<file path="config.mk">
export PLATFORM = sky130hd
export DESIGN_NAME = q_alu_seq
export DESIGN_NICKNAME = d
export VERILOG_FILES = /design/src/rtl/q_format_pkg.sv /design/src/rtl/q_alu_seq_div.sv /design/src/rtl/q_alu_seq.sv
export SDC_FILE = /design/constraint.sdc
export NUM_CORES = 1
export LEC_CHECK = 0
export ABC_AREA = 1
export CAP_MARGIN = 10
export CORE_ASPECT_RATIO = 2
export CORE_MARGIN = 5
export CORE_UTILIZATION = 40
export DETAILED_ROUTE_END_ITERATION = 8
export PLACE_DENSITY = 0.62
export SLEW_MARGIN = 20
export SYNTH_ARGS = -nofsm -noshare
export SYNTH_HDL_FRONTEND = slang
export SYNTH_HIERARCHICAL = 1
export SYNTH_SLANG_ARGS = --single-unit
</file>
<file path="constraint.sdc">
create_clock -name clk -period 11.53 [get_ports clk]
set_input_delay 3.459 -clock clk [delete_from_list [all_inputs] [get_ports clk]]
set_output_delay 3.459 -clock clk [all_outputs]
set_load 0.01 [all_outputs]
</file>
<file path="src/rtl/q_format_pkg.sv">
// rtl/q_format_pkg.sv - shared encodings and default widths for the Q-format arithmetic unit
package q_format_pkg;

    localparam int Q_FIXED_BITS_DEF = 8;
    localparam int Q_FRAC_BITS_DEF  = 8;

    typedef enum logic [1:0] {
        OP_ADD = 2'b00,
        OP_SUB = 2'b01,
        OP_MUL = 2'b10,
        OP_DIV = 2'b11
    } q_op_e;

    typedef enum logic [1:0] {
        ST_IDLE = 2'b00,
        ST_DIV  = 2'b01,
        ST_DONE = 2'b10
    } q_state_e;

    // Largest positive Q value, zero-extended to xw bits
    function automatic logic [127:0] q_max_ext(input int w);
        return (128'd1 << (w - 1)) - 128'd1;
    endfunction

    // Most negative Q value as a magnitude, zero-extended to xw bits
    function automatic logic [127:0] q_min_mag(input int w);
        return 128'd1 << (w - 1);
    endfunction

endpackage

</file>
<file path="src/rtl/q_alu_seq_div.sv">
// rtl/q_alu_seq_div.sv - iterative restoring divider, one quotient bit per cycle
module q_div_seq #(
    parameter int N  = 24,
    parameter int DW = 16
) (
    input  logic          clk,
    input  logic          rst,
    input  logic          start,
    input  logic [N-1:0]  dividend,
    input  logic [DW-1:0] divisor,
    output logic [N-1:0]  quotient,
    output logic          done
);

    localparam int CW = $clog2(N + 1);

    logic [N-1:0]  dvd_q, quo_q, quo_d;
    logic [DW-1:0] dvs_q, rem_q, rem_d;
    logic [CW-1:0] cnt_q;
    logic [DW:0]   shifted;
    logic [DW+1:0] diff;
    logic          fits;

    // One restoring step: shift in the next dividend bit and subtract the divisor if it fits
    always_comb begin
        shifted = {rem_q, dvd_q[N-1]};
        diff    = {1'b0, shifted} - {2'b00, dvs_q};
        fits    = !diff[DW+1];
        rem_d   = fits ? diff[DW-1:0] : shifted[DW-1:0];
        quo_d   = {quo_q[N-2:0], fits};
    end

    // Load operands on start, then step until the down-counter reaches zero
    always_ff @(posedge clk) begin
        if (rst) begin
            dvd_q <= '0;
            dvs_q <= '0;
            rem_q <= '0;
            quo_q <= '0;
            cnt_q <= '0;
        end else if (start) begin
            dvd_q <= dividend;
            dvs_q <= divisor;
            rem_q <= '0;
            quo_q <= '0;
            cnt_q <= CW'(N);
        end else if (cnt_q != '0) begin
            dvd_q <= {dvd_q[N-2:0], 1'b0};
            rem_q <= rem_d;
            quo_q <= quo_d;
            cnt_q <= cnt_q - CW'(1);
        end
    end

    // The final step's quotient is presented while that step is being taken
    assign quotient = quo_d;
    assign done     = (cnt_q == CW'(1));

endmodule

</file>
<file path="src/rtl/q_alu_seq.sv">
// rtl/q_alu_seq.sv - sequential Q-format add/sub/mul/div unit with valid/ready handshake
module q_alu_seq
    import q_format_pkg::*;
#(
    parameter int FIXED_BITS      = Q_FIXED_BITS_DEF,
    parameter int FRACTIONAL_BITS = Q_FRAC_BITS_DEF,
    parameter int SATURATE        = 1,
    parameter int ROUND           = 1
) (
    input  logic                                  clk,
    input  logic                                  rst,
    input  logic                                  in_valid,
    output logic                                  in_ready,
    input  logic [FIXED_BITS+FRACTIONAL_BITS-1:0] a,
    input  logic [FIXED_BITS+FRACTIONAL_BITS-1:0] b,
    input  logic [1:0]                            op,
    output logic                                  out_valid,
    input  logic                                  out_ready,
    output logic [FIXED_BITS+FRACTIONAL_BITS-1:0] result,
    output logic                                  ovf,
    output logic                                  div0
);

    localparam int W  = FIXED_BITS + FRACTIONAL_BITS;
    localparam int F  = FRACTIONAL_BITS;
    localparam int N  = W + F;
    localparam int XW = 2 * W + F + 2;

    localparam logic [127:0]           MAX_EXT = q_max_ext(W);
    localparam logic [127:0]           MIN_MAG = q_min_mag(W);
    localparam logic signed [XW-1:0]   Q_MAX   = MAX_EXT[XW-1:0];
    localparam logic signed [XW-1:0]   Q_MIN   = -$signed(MIN_MAG[XW-1:0]);
    localparam logic signed [XW-1:0]   HALF    = (F > 0) ? (XW'(1) << (F - 1)) : '0;

    // Returns {overflow, W-bit result} after clamping or wrapping an exact value
    function automatic logic [W:0] fit(input logic signed [XW-1:0] v);
        logic         o;
        logic [W-1:0] r;
        o = (v > Q_MAX) || (v < Q_MIN);
        if (SATURATE != 0 && v > Q_MAX)      r = Q_MAX[W-1:0];
        else if (SATURATE != 0 && v < Q_MIN) r = Q_MIN[W-1:0];
        else                                 r = v[W-1:0];
        return {o, r};
    endfunction

    q_state_e             state_q, state_d;
    logic [W-1:0]         result_q, result_d;
    logic                 ovf_q, ovf_d, div0_q, div0_d, out_valid_q, out_valid_d;
    logic                 neg_q, neg_d;
    logic                 accept, div_start, div_done;
    logic [N-1:0]         div_quo;
    logic [W-1:0]         a_mag, b_mag;
    logic signed [XW-1:0] sa, sb, prod, arith_v, div_v;
    logic [W:0]           arith_fit, div_fit;
    q_op_e                op_e;

    assign op_e     = q_op_e'(op);
    assign in_ready = !rst && (state_q == ST_IDLE || (state_q == ST_DONE && out_ready));
    assign accept   = in_valid && in_ready;
    assign a_mag    = a[W-1] ? (~a + W'(1)) : a;
    assign b_mag    = b[W-1] ? (~b + W'(1)) : b;

    q_div_seq #(.N(N), .DW(W)) u_div (
        .clk      (clk),
        .rst      (rst),
        .start    (div_start),
        .dividend ({a_mag, {F{1'b0}}}),
        .divisor  (b_mag),
        .quotient (div_quo),
        .done     (div_done)
    );

    // Exact single-cycle results for add/sub/mul and the signed divider quotient
    always_comb begin
        sa   = {{(XW-W){a[W-1]}}, a};
        sb   = {{(XW-W){b[W-1]}}, b};
        prod = sa * sb;
        if (ROUND != 0) prod = prod + HALF;
        case (op_e)
            OP_ADD:  arith_v = sa + sb;
            OP_SUB:  arith_v = sa - sb;
            OP_MUL:  arith_v = prod >>> F;
            default: arith_v = '0;
        endcase
        div_v     = neg_q ? -$signed({{(XW-N){1'b0}}, div_quo})
                          : $signed({{(XW-N){1'b0}}, div_quo});
        arith_fit = fit(arith_v);
        div_fit   = fit(div_v);
    end

    // Handshake FSM: drain DONE, finish DIV, then let a new accept override
    always_comb begin
        state_d     = state_q;
        result_d    = result_q;
        ovf_d       = ovf_q;
        div0_d      = div0_q;
        out_valid_d = out_valid_q;
        neg_d       = neg_q;
        div_start   = 1'b0;
        if (state_q == ST_DONE && out_ready) begin
            out_valid_d = 1'b0;
            state_d     = ST_IDLE;
        end
        if (state_q == ST_DIV && div_done) begin
            {ovf_d, result_d} = div_fit;
            div0_d      = 1'b0;
            out_valid_d = 1'b1;
            state_d     = ST_DONE;
        end
        if (accept) begin
            if (op_e == OP_DIV && b == '0) begin
                result_d    = '0;
                ovf_d       = 1'b0;
                div0_d      = 1'b1;
                out_valid_d = 1'b1;
                state_d     = ST_DONE;
            end else if (op_e == OP_DIV) begin
                neg_d       = a[W-1] ^ b[W-1];
                div_start   = 1'b1;
                out_valid_d = 1'b0;
                state_d     = ST_DIV;
            end else begin
                {ovf_d, result_d} = arith_fit;
                div0_d      = 1'b0;
                out_valid_d = 1'b1;
                state_d     = ST_DONE;
            end
        end
    end

    // State and registered outputs; reset drops any pending result
    always_ff @(posedge clk) begin
        if (rst) begin
            state_q     <= ST_IDLE;
            result_q    <= '0;
            ovf_q       <= 1'b0;
            div0_q      <= 1'b0;
            out_valid_q <= 1'b0;
            neg_q       <= 1'b0;
        end else begin
            state_q     <= state_d;
            result_q    <= result_d;
            ovf_q       <= ovf_d;
            div0_q      <= div0_d;
            out_valid_q <= out_valid_d;
            neg_q       <= neg_d;
        end
    end

    assign out_valid = out_valid_q;
    assign result    = result_q;
    assign ovf       = ovf_q;
    assign div0      = div0_q;

endmodule

</file>
==> flow_summary.json <==
{
  "slew-limit-headroom_pct": 25.46,
  "syn_to_final_growth_pct": 7.806,
  "startpoint_type": "input pin",
  "vias": 18440,
  "detail_route.vias_per_cell": 5.147,
  "ff_latch_area_sq_um": 2122,
  "die_w_microns": 167.8,
  "grt_max_degree": 51,
  "ctsRootBufferMaster": "clkbuf_16",
  "hold_viol_final": 0,
  "drive_above_1_share_pct": 5.784,
  "cts_buffer_depth": 2,
  "die_h_microns": 325.6,
  "cpMostUsedCell": "nand2_1",
  "final_util_pct": 43.65,
  "place.gp.congestion": 1.034,
  "holdCritPathClass": "flop to flop",
  "async_flop_share_pct": 0,
  "skew_ps": 11.41,
  "clk_pin_slew_worst_paths_ps": 80,
  "synth.yosys.seq_area_share_pct": 10.65,
  "clk_latency_ps": 370,
  "fmax_ghz": 0.09094,
  "tightest_slew_ps": 1115,
  "io_buffers": 57,
  "cts_tree": "built",
  "grt_pass1_vias": 19920,
  "detail-route-antenna-nets": 0,
  "syn_area_sq_um": 19920,
  "dp_hpwl_mm": 58.93,
  "syn_avg_cell_area_sq_um": 6.821,
  "fillers": 5174,
  "status": "finished clean",
  "ys.flop_type": "dfxtp_1",
  "finalSetupViolCount": 0,
  "synth_cell_types": 60,
  "synth_edf_count": 0,
  "crit_type": "input pin to flop",
  "cts_buffers": 9,
  "drv_slew": 0,
  "crit_fanout": 16,
  "cpPeakStageDelay_ps": 820,
  "grt_antenna_before_repair": 0,
  "rows": 115,
  "cts_max_level": 3,
  "min_period_ps": 11000,
  "grt-ovfl-total": 0,
  "fin_tns_setup_ps": 0,
  "drt_iter0_drc": 1103,
  "wirelength_mm": 70.16,
  "ys_seq_elements": 106,
  "grt_usage_pct": 25.89,
  "cts_hold_buf": 0,
  "cp_slowest_cell": "clkdlybuf4s50_1",
  "cts_setup_buffers": 0,
  "cts_resized": 0,
  "drc": 0,
  "die-area_sq_um": 54640,
  "maxCapViolCount": 0,
  "fin_crit_sh_pct": 95.37,
  "setup.worst_path.end_class": "flop",
  "cts_sinks": 106,
  "cp_data_required_time_ps": 11760,
  "wl_per_cell_microns": 19.59,
  "multiInputGateArea_sq_um": 14440,
  "grt_pass1_wl_mm": 109.2,
  "netlist_instances": 2921,
  "diodes": 0,
  "start_util_pct": 40.49,
  "rsz0062_at_grt": "false",
  "drt-pass1-iter-count": 7,
  "core_area_sq_um": 49210,
  "ios": 58,
  "yosysWarnings": 6,
  "nNetsFinal": 3375,
  "cp.arrival_ps": 11230
}
worst paths after layout:
kind                                     start        endpoint  slack, ps  cells after the start
worst max-delay path                     a[15]       result[2]        530                     29
worst min-delay path            u_div/dvs_q[3]  u_div/dvs_q[3]        470                      2
worst max register to register  u_div/dvs_q[4]      result[10]       7480                     27
worst min register to register  u_div/dvs_q[3]  u_div/dvs_q[3]        470                      2
cell usage in the layout (no fill, tap or decap), types with 11 or more instances in the layout:
cell,Yosys,final
nor2_2,16,16
xor2_1,59,59
nand3_2,11,11
inv_2,20,20
nand3_1,123,123
fa_1,270,270
o22ai_1,46,46
o21bai_1,11,11
nand2_2,19,19
nor2_1,179,179
ha_1,133,133
dfxtp_1,106,106
nand2_1,689,689
a21oi_1,145,145
clkdlybuf4s50_1,0,56
o21ai_1,13,13
inv_1,743,743
o21ai_0,82,82
nor3_1,42,42
nand4_1,11,11
buf_4,8,49
area by class of cell:
| class | instances | share of cell area (%) |
|---|---|---|
| Inverter | 766 | 13.40 |
| Clock buffer | 9 | 1.049 |
| Clock inverter | 7 | 0.3670 |
| Multi-Input combinational cell | 1945 | 67.21 |
| Timing Repair Buffer | 106 | 4.346 |
| Sequential cell | 106 | 9.880 |
| Tap cell | 643 | 3.746 |
state kept, by name, summed over array words and instances (netlist names):
name         flops
u_div/cnt_q      5
result          16
out_valid        1
state_q          2
u_div/dvs_q     16
ovf              1
u_div/rem_q     16
div0             1
u_div/quo_q     23
u_div/dvd_q     24
neg_q            1
critical path, delay by kind of cell:
kind / cells / cell delay (ps)
AND/OR/NAND/NOR: 14 / 2600
adder cells (fa/ha/maj): 7 / 3690
buffers and inverters: 7 / 1380
AO/OA/AOI/OAI: 1 / 60
stage by stage:
step / cells / hold WS [ps] / setup slack [ps] / area (sq um)
global route: 3582 / 494.3 / 184.6 / 21480
CTS: 3582 / 471.6 / 578.2 / 21480
floorplan: 2928 / 428.6 / 1852 / 19950
global placement: 3566 / 448.8 / 371.6 / 21170
finish: 3582 / 470.7 / 533.7 / 21480
detailed placement: 3566 / 458.8 / 205.5 / 21170
cell usage after synthesis, types with 13 or more instances:
cell        n  area share [%]
a21oi_1   145             3.6
buf_1      16            0.30
buf_2      19            0.48
clkbuf_1   62             1.2
dfxtp_1   106              11
fa_1      270              27
ha_1      133             8.4
inv_1     743              14
inv_2      20            0.38
nand2_1   689              13
nand2_2    19            0.60
nand3_1   123             3.1
nor2_1    179             3.4
nor2_2     16            0.50
nor3_1     42             1.1
o21ai_0    82             2.1
o21ai_1    13            0.33
o22ai_1    46             1.4
xor2_1     59             2.6
metal layers:
layer / share of wire (%) / track usage (%) / vias up
met5: 0 / 0 / -
met4: 11 / 22.20 / 0
met3: 3.4 / 2.232 / 282
met2: 54 / 49.51 / 585
met1: 32 / 23.92 / 8855
li1: - / - / 8715
kinds of logic after synthesis:
kind of cell	synth area share [%]
adders and majority gates	35.48
buffers and inverters	17.02
other	0.01882
and+or+nand+nor	24.35
xor gates and xnor gates	3.033
DFF	10.65
AOI/OAI and AO/OA	9.439
Power is left out: the tool's default activity adds up to more than one toggle a clock period on the data nets, which glitch-free logic cannot reach.
